[src/rtl/des_pkg.sv]
// Shared definitions for the DES key schedule: the PC-1 / PC-2 selection
// tables, the per-round left-shift schedule, the FSM state type and the
// datapath widths. Table entries use DES bit numbering (1 = MSB).
package des_pkg;

  localparam int KEY_W = 64;
  localparam int CD_W  = 28;
  localparam int RK_W  = 48;

  typedef enum logic [1:0] {
    IDLE = 2'd0,
    GEN  = 2'd1,
    DONE = 2'd2
  } state_t;

  // PC-1: 64-bit key (parity bits dropped) -> 56-bit {C0, D0}
  localparam int PC1 [56] = '{
    57, 49, 41, 33, 25, 17,  9,
     1, 58, 50, 42, 34, 26, 18,
    10,  2, 59, 51, 43, 35, 27,
    19, 11,  3, 60, 52, 44, 36,
    63, 55, 47, 39, 31, 23, 15,
     7, 62, 54, 46, 38, 30, 22,
    14,  6, 61, 53, 45, 37, 29,
    21, 13,  5, 28, 20, 12,  4
  };

  // PC-2: 56-bit {C, D} -> 48-bit round key
  localparam int PC2 [48] = '{
    14, 17, 11, 24,  1,  5,
     3, 28, 15,  6, 21, 10,
    23, 19, 12,  4, 26,  8,
    16,  7, 27, 20, 13,  2,
    41, 52, 31, 37, 47, 55,
    30, 40, 51, 45, 33, 48,
    44, 49, 39, 56, 34, 53,
    46, 42, 50, 36, 29, 32
  };

  // Left-rotate amount of round r+1 is SHIFT[r] (0-based index).
  localparam logic [1:0] SHIFT [16] = '{
    2'd1, 2'd1, 2'd2, 2'd2, 2'd2, 2'd2, 2'd2, 2'd2,
    2'd1, 2'd2, 2'd2, 2'd2, 2'd2, 2'd2, 2'd2, 2'd1
  };

endpackage

[src/rtl/des_pc2.sv]
// DES Permuted Choice 2: combinational selection of 48 of the 56 C/D bits.
// Ports:
//   cd        in  56  {C, D}, C in the upper 28 bits
//   round_key out 48  permuted round key
module des_pc2
  import des_pkg::*;
(
  input  logic [2*CD_W-1:0] cd,
  output logic [RK_W-1:0]   round_key
);

  always_comb begin
    round_key = '0;
    for (int i = 0; i < RK_W; i++) begin
      round_key[RK_W-1-i] = cd[2*CD_W - PC2[i]];
    end
  end

endmodule

[src/rtl/des_key_scheduler.sv]
// Iterative DES key schedule. Loads one 64-bit key and presents the 16
// round keys one at a time over a valid/ready handshake, K1..K16 for
// encryption or K16..K1 for decryption.
// Ports:
//   clk        in   1  system clock, rising edge
//   n_rst      in   1  asynchronous active-low reset
//   key_in     in  64  DES key (parity bits ignored)
//   load       in   1  start request, honoured only in IDLE
//   decrypt    in   1  direction, captured with load
//   key_ready  in   1  consumer accepts round_key this cycle
//   round_key  out 48  current round key (registered)
//   key_valid  out  1  round_key is valid
//   round_num  out  4  position of the presented key in the sequence
//   busy       out  1  sequence in progress
//   done       out  1  one-cycle pulse after the last key transfers
//
// state | meaning
// ------+-----------------------------------------------------------
// IDLE  | waiting for load; outputs idle
// GEN   | presenting round keys, advancing on each accepted transfer
// DONE  | one-cycle done pulse, then back to IDLE
module des_key_scheduler
  import des_pkg::*;
#(
  parameter int NUM_ROUNDS = 16
) (
  input  logic             clk,
  input  logic             n_rst,
  input  logic [KEY_W-1:0] key_in,
  input  logic             load,
  input  logic             decrypt,
  input  logic             key_ready,
  output logic [RK_W-1:0]  round_key,
  output logic             key_valid,
  output logic [3:0]       round_num,
  output logic             busy,
  output logic             done
);

  localparam logic [3:0] LAST_ROUND = 4'(NUM_ROUNDS - 1);

  state_t            state;
  logic [CD_W-1:0]   c_q;
  logic [CD_W-1:0]   d_q;
  logic              dec_q;
  logic [2*CD_W-1:0] pc1_cd;
  logic [CD_W-1:0]   c_nxt;
  logic [CD_W-1:0]   d_nxt;
  logic [RK_W-1:0]   pc2_key;
  logic              xfer;
  logic [3:0]        enc_idx;
  logic [3:0]        dec_idx;

  function automatic logic [CD_W-1:0] rotl(input logic [CD_W-1:0] x, input logic [1:0] n);
    rotl = (n == 2'd2) ? {x[CD_W-3:0], x[CD_W-1:CD_W-2]} : {x[CD_W-2:0], x[CD_W-1]};
  endfunction

  function automatic logic [CD_W-1:0] rotr(input logic [CD_W-1:0] x, input logic [1:0] n);
    rotr = (n == 2'd2) ? {x[1:0], x[CD_W-1:2]} : {x[0], x[CD_W-1:1]};
  endfunction

  // PC-1: DES bit p of the key lives at key_in[64-p].
  always_comb begin
    pc1_cd = '0;
    for (int i = 0; i < 2*CD_W; i++) begin
      pc1_cd[2*CD_W-1-i] = key_in[KEY_W - PC1[i]];
    end
  end

  assign xfer = key_valid && key_ready;

  // Encrypt: presenting K(n+1), next needs the shift of round n+2.
  // Decrypt: presenting K(16-n) built from C(16-n); undoing that round's
  // shift gives C(15-n).
  assign enc_idx = round_num + 4'd1;
  assign dec_idx = LAST_ROUND - round_num;

  always_comb begin
    c_nxt = c_q;
    d_nxt = d_q;
    if (state == IDLE) begin
      if (decrypt) begin
        // C16/D16 equal C0/D0 after the full 28-bit rotation.
        c_nxt = pc1_cd[2*CD_W-1:CD_W];
        d_nxt = pc1_cd[CD_W-1:0];
      end else begin
        c_nxt = rotl(pc1_cd[2*CD_W-1:CD_W], SHIFT[0]);
        d_nxt = rotl(pc1_cd[CD_W-1:0], SHIFT[0]);
      end
    end else if (dec_q) begin
      c_nxt = rotr(c_q, SHIFT[dec_idx]);
      d_nxt = rotr(d_q, SHIFT[dec_idx]);
    end else begin
      c_nxt = rotl(c_q, SHIFT[enc_idx]);
      d_nxt = rotl(d_q, SHIFT[enc_idx]);
    end
  end

  des_pc2 u_pc2 (
    .cd        ({c_nxt, d_nxt}),
    .round_key (pc2_key)
  );

  always_ff @(posedge clk or negedge n_rst) begin
    if (!n_rst) begin
      state     <= IDLE;
      c_q       <= '0;
      d_q       <= '0;
      dec_q     <= 1'b0;
      round_key <= '0;
      key_valid <= 1'b0;
      round_num <= '0;
      busy      <= 1'b0;
      done      <= 1'b0;
    end else begin
      case (state)
        IDLE: begin
          done <= 1'b0;
          if (load) begin
            c_q       <= c_nxt;
            d_q       <= d_nxt;
            dec_q     <= decrypt;
            round_key <= pc2_key;
            key_valid <= 1'b1;
            busy      <= 1'b1;
            round_num <= '0;
            state     <= GEN;
          end
        end
        GEN: begin
          if (xfer) begin
            if (round_num == LAST_ROUND) begin
              key_valid <= 1'b0;
              busy      <= 1'b0;
              done      <= 1'b1;
              round_num <= '0;
              state     <= DONE;
            end else begin
              c_q       <= c_nxt;
              d_q       <= d_nxt;
              round_key <= pc2_key;
              round_num <= round_num + 4'd1;
            end
          end
        end
        DONE: begin
          done  <= 1'b0;
          state <= IDLE;
        end
        default: begin
          state <= IDLE;
        end
      endcase
    end
  end

endmodule

[config.mk]
export PLATFORM = sky130hd
export DESIGN_NAME = des_key_scheduler
export DESIGN_NICKNAME = d
export VERILOG_FILES = /design/src/rtl/des_pkg.sv /design/src/rtl/des_pc2.sv /design/src/rtl/des_key_scheduler.sv
export SDC_FILE = /design/constraint.sdc
export NUM_CORES = 1
export LEC_CHECK = 0
export CELL_PAD_IN_SITES_DETAIL_PLACEMENT = 1
export CELL_PAD_IN_SITES_GLOBAL_PLACEMENT = 2
export CORE_UTILIZATION = 30
export DETAILED_ROUTE_END_ITERATION = 8
export PLACE_DENSITY_LB_ADDON = 0.1
export SLEW_MARGIN = 15
export SYNTH_ARGS = -nofsm -noshare
export SYNTH_HDL_FRONTEND = slang
export SYNTH_SLANG_ARGS = --single-unit
[constraint.sdc]
create_clock -name clk -period 3 [get_ports clk]
set_clock_uncertainty 0.05 [all_clocks]
set_input_delay 0.45 -clock clk [delete_from_list [all_inputs] [get_ports clk]]
set_output_delay 0.45 -clock clk [all_outputs]
set_load 0.01 [all_outputs]
==> results_dict.tcl <==
set metrics [dict create \
    status "complete, but fails checks" \
    violations "design-rule violations" \
    pin_count 124 \
    hold_class "input pin to async pin" \
    rrSetupSlack_ps 270 \
    grt_max_degree 66 \
    cpMostUsedCell "a21oi_1" \
    async_flop_share_pct 100.0 \
    stdcell_area_um2 6815 \
    rsz0062_at_grt "no" \
    setup_viol 0 \
    synth-main-ff-cell "dfrtp_1" \
    vias 5203 \
    tightest_slew_ps 928.9 \
    num_rows 49 \
    min_period_ps 2732 \
    slowest_delay_ps 440 \
    finalMaxSlewViolations 0 \
    routedWlPerCell_um 18.67 \
    wl_um 17550 \
    cts-root-buf "clkbuf_16" \
    clkLatencyLatePin_ps 340 \
    antenna_found_initial 0 \
    ys_seq_area_share_pct 29.18 \
    area_growth_syn_to_layout_pct 22.27 \
    synth.avg_cell_area_um2 8.209 \
    core_area_um2 18090 \
    cts.sinks 65 \
    cap_violations 0 \
    cts-buffers-inserted 9 \
    die_h_um 138.3 \
    synth_warnings 0 \
    synth_seq_cells 65 \
    required_ps 3160 \
    first_iter_violations 310 \
    worst_r2r_path_depth 9 \
    synth-edff-count 0 \
    fp.dieW_um 138.3 \
    post_synth_instance_area_um2 5574 \
    clkTransAtPathRegs_ps 50 \
    synth_commonest_cells "116 x nand2_1, 112 x mux2i_1, 65 x dfrtp_1" \
    power.leakage_nw 2.812 \
    crit_chain "inv_1, ha_1, or3b_1, a21oi_1, o32ai_4, buf_8, buf_12, a311oi_1, a21oi_1" \
    synthTopCellsByArea "dfrtp_1 29%, mux2i_1 20%, a311oi_1 8.8%" \
    die_area_um2 19130 \
    netlist-cell-type-count 37 \
    avgViaCountPerCell 5.535 \
    post-place-ws_ps 220.6 \
    power_density_nw_per_um2 1263 \
    grt_overflow 0 \
    layout-drive-gt1-share_pct 5.907 \
    worstSetupPathType "flip-flop to flip-flop" \
    whs_ps 252.0 \
    ant_nets 0 \
    critPathLaunch "round_num[0]$_DFFE_PN0P_" \
    dpl_cell_area_um2 6505 \
    cpLargestDelayFamily "compound AO/OA/AOI/OAI gates" \
    cp_max_fo 28 \
    cts_buffer_depth 2 \
    numPortBuffers 115 \
    grt_pass1_vias 5478 \
    antennaDiodeCount 0 \
    gp_congestion 0.7527 \
    yosysMostFrequentCell "nand2_1" \
    fmax_mhz 366.0 \
    endpoint_kind "flip-flop" \
    h-tree-depth 3 \
    final-hold-violation-count 0 \
    slowest_stage "dfrtp_2" \
    cts_setup_buffers 0 \
    maxSlewHeadroom_pct 38.07 \
    firstDrtPassIters 6 \
    reg2reg_from "round_num[0]$_DFFE_PN0P_" \
    dp_hpwl_um 11050 \
    start_util_pct 30.82 \
    fin_nets 781 \
    finalCritPeriodShare_pct 91.07 \
    grt_usage_pct 18.74 \
    yosys.area.top_type "dfrtp_1" \
    layout_setup_ws_ps 268.0 \
    synthCells 679 \
    peakVddDrop_mv 1.103 \
    synth_nets 754 \
    finalSetupTns_ps 0 \
    cp-start-kind "flip-flop" \
    cp.buffers_inverters 3 \
    grt_pass1_wl_um 29310 \
    fin_util_pct 37.68 \
    synth_top_area_share_pct 29.18 \
    drc_errors 18 \
    cts_tree "yes" \
    worstPathArrival_ps 2900 \
    r2r-end "round_key[14]$_DFFE_PN0P_" \
]
cell type report:
cell class,count,area [µm²]
fillers,2126,11270
clock buffers,14,284.0
multi-input cells,499,3282
clock inverters,2,10.01
repair buffers,128,1311
well taps,229,286.5
inverters,3,12.51
flip-flops and latches,65,1629
worst max path at each step:
stage / endpoint / slack (ps) / cells past startpoint
finish: round_key[14]$_DFFE_PN0P_ / 270 / 9
global route: round_key[14]$_DFFE_PN0P_ / 20 / 8
CTS: round_key[15]$_DFFE_PN0P_ / 180 / 6
detailed placement: round_key[15]$_DFFE_PN0P_ / 220 / 6
global placement: round_key[7]$_DFFE_PN0P_ / 210 / 6
floorplan: c_q[10]$_DFFE_PN0P_ / 700 / 9
worst reg2reg max path, delay by kind of cell (launching register included):
| kind | cells | cell delay [ps] |
|---|---|---|
| compound gates | 4 | 1010 |
| fa+ha+maj | 1 | 220 |
| buf+inv | 3 | 530 |
| flops | 1 | 440 |
| simple gates | 1 | 380 |
state kept, by name, summed over array words and instances, names as in the netlist:
signal,count
busy,1
c_q,5
round_key,47
done,1
round_num,4
state,2
d_q,4
dec_q,1
layout by cell type (no fill, tap or decap), types with 9 or more instances in the layout:
cell type	netlist	layout
mux2i_1	112	112
clkbuf_16	0	9
clkdlybuf4s50_1	0	113
nand2_1	116	115
nand3_1	58	58
a21oi_1	57	57
a311oi_1	56	56
dfrtp_1	65	63
o21ai_0	53	53
per-stage QoR:
| stage | cells | total power, mW |
|---|---|---|
| 6_report | 940 | 8.610 |
| 5_1_grt | 940 | 9.331 |
| 4_1_cts | 939 | 8.641 |
| 3_5_place_dp | 923 | 7.542 |
| 3_3_place_gp | 923 | 7.467 |
| 2_1_floorplan | 679 | 6.136 |
power by group:
group          switching (mW)  internal (mW)  leakage (nW)  total, mW
registers               0.657           1.33         0.722       1.98
logic                    3.12           2.45          1.94       5.57
clock network           0.404          0.647         0.149       1.05
per-layer routing:
metal / vias up / part of all wire [%] / track usage [%]
met5: - / 0 / 0
li1: 2499 / - / -
met2: 93 / 48 / 30.75
met3: 13 / 3.6 / 3.360
met1: 2598 / 48 / 25.36
met4: 0 / 0.99 / 4.731
cell families after synthesis:
family	after synthesis	synth area share (%)
buf+inv	115	12.79
flops	65	29.18
xor+xnor	1	0.1572
fa+ha+maj	6	1.347
mux	112	20.11
compound gates	183	20.99
simple gates	197	15.42
what timing repair did:
| item | in CTS | in global routing |
|---|---|---|
| gates resized for setup | 0 | 1 |
| endpoints found under the setup margin | 0 | 12 |
| hold buffers | 0 | 0 |
No activity file was read; power rests on OpenSTA's default activity.
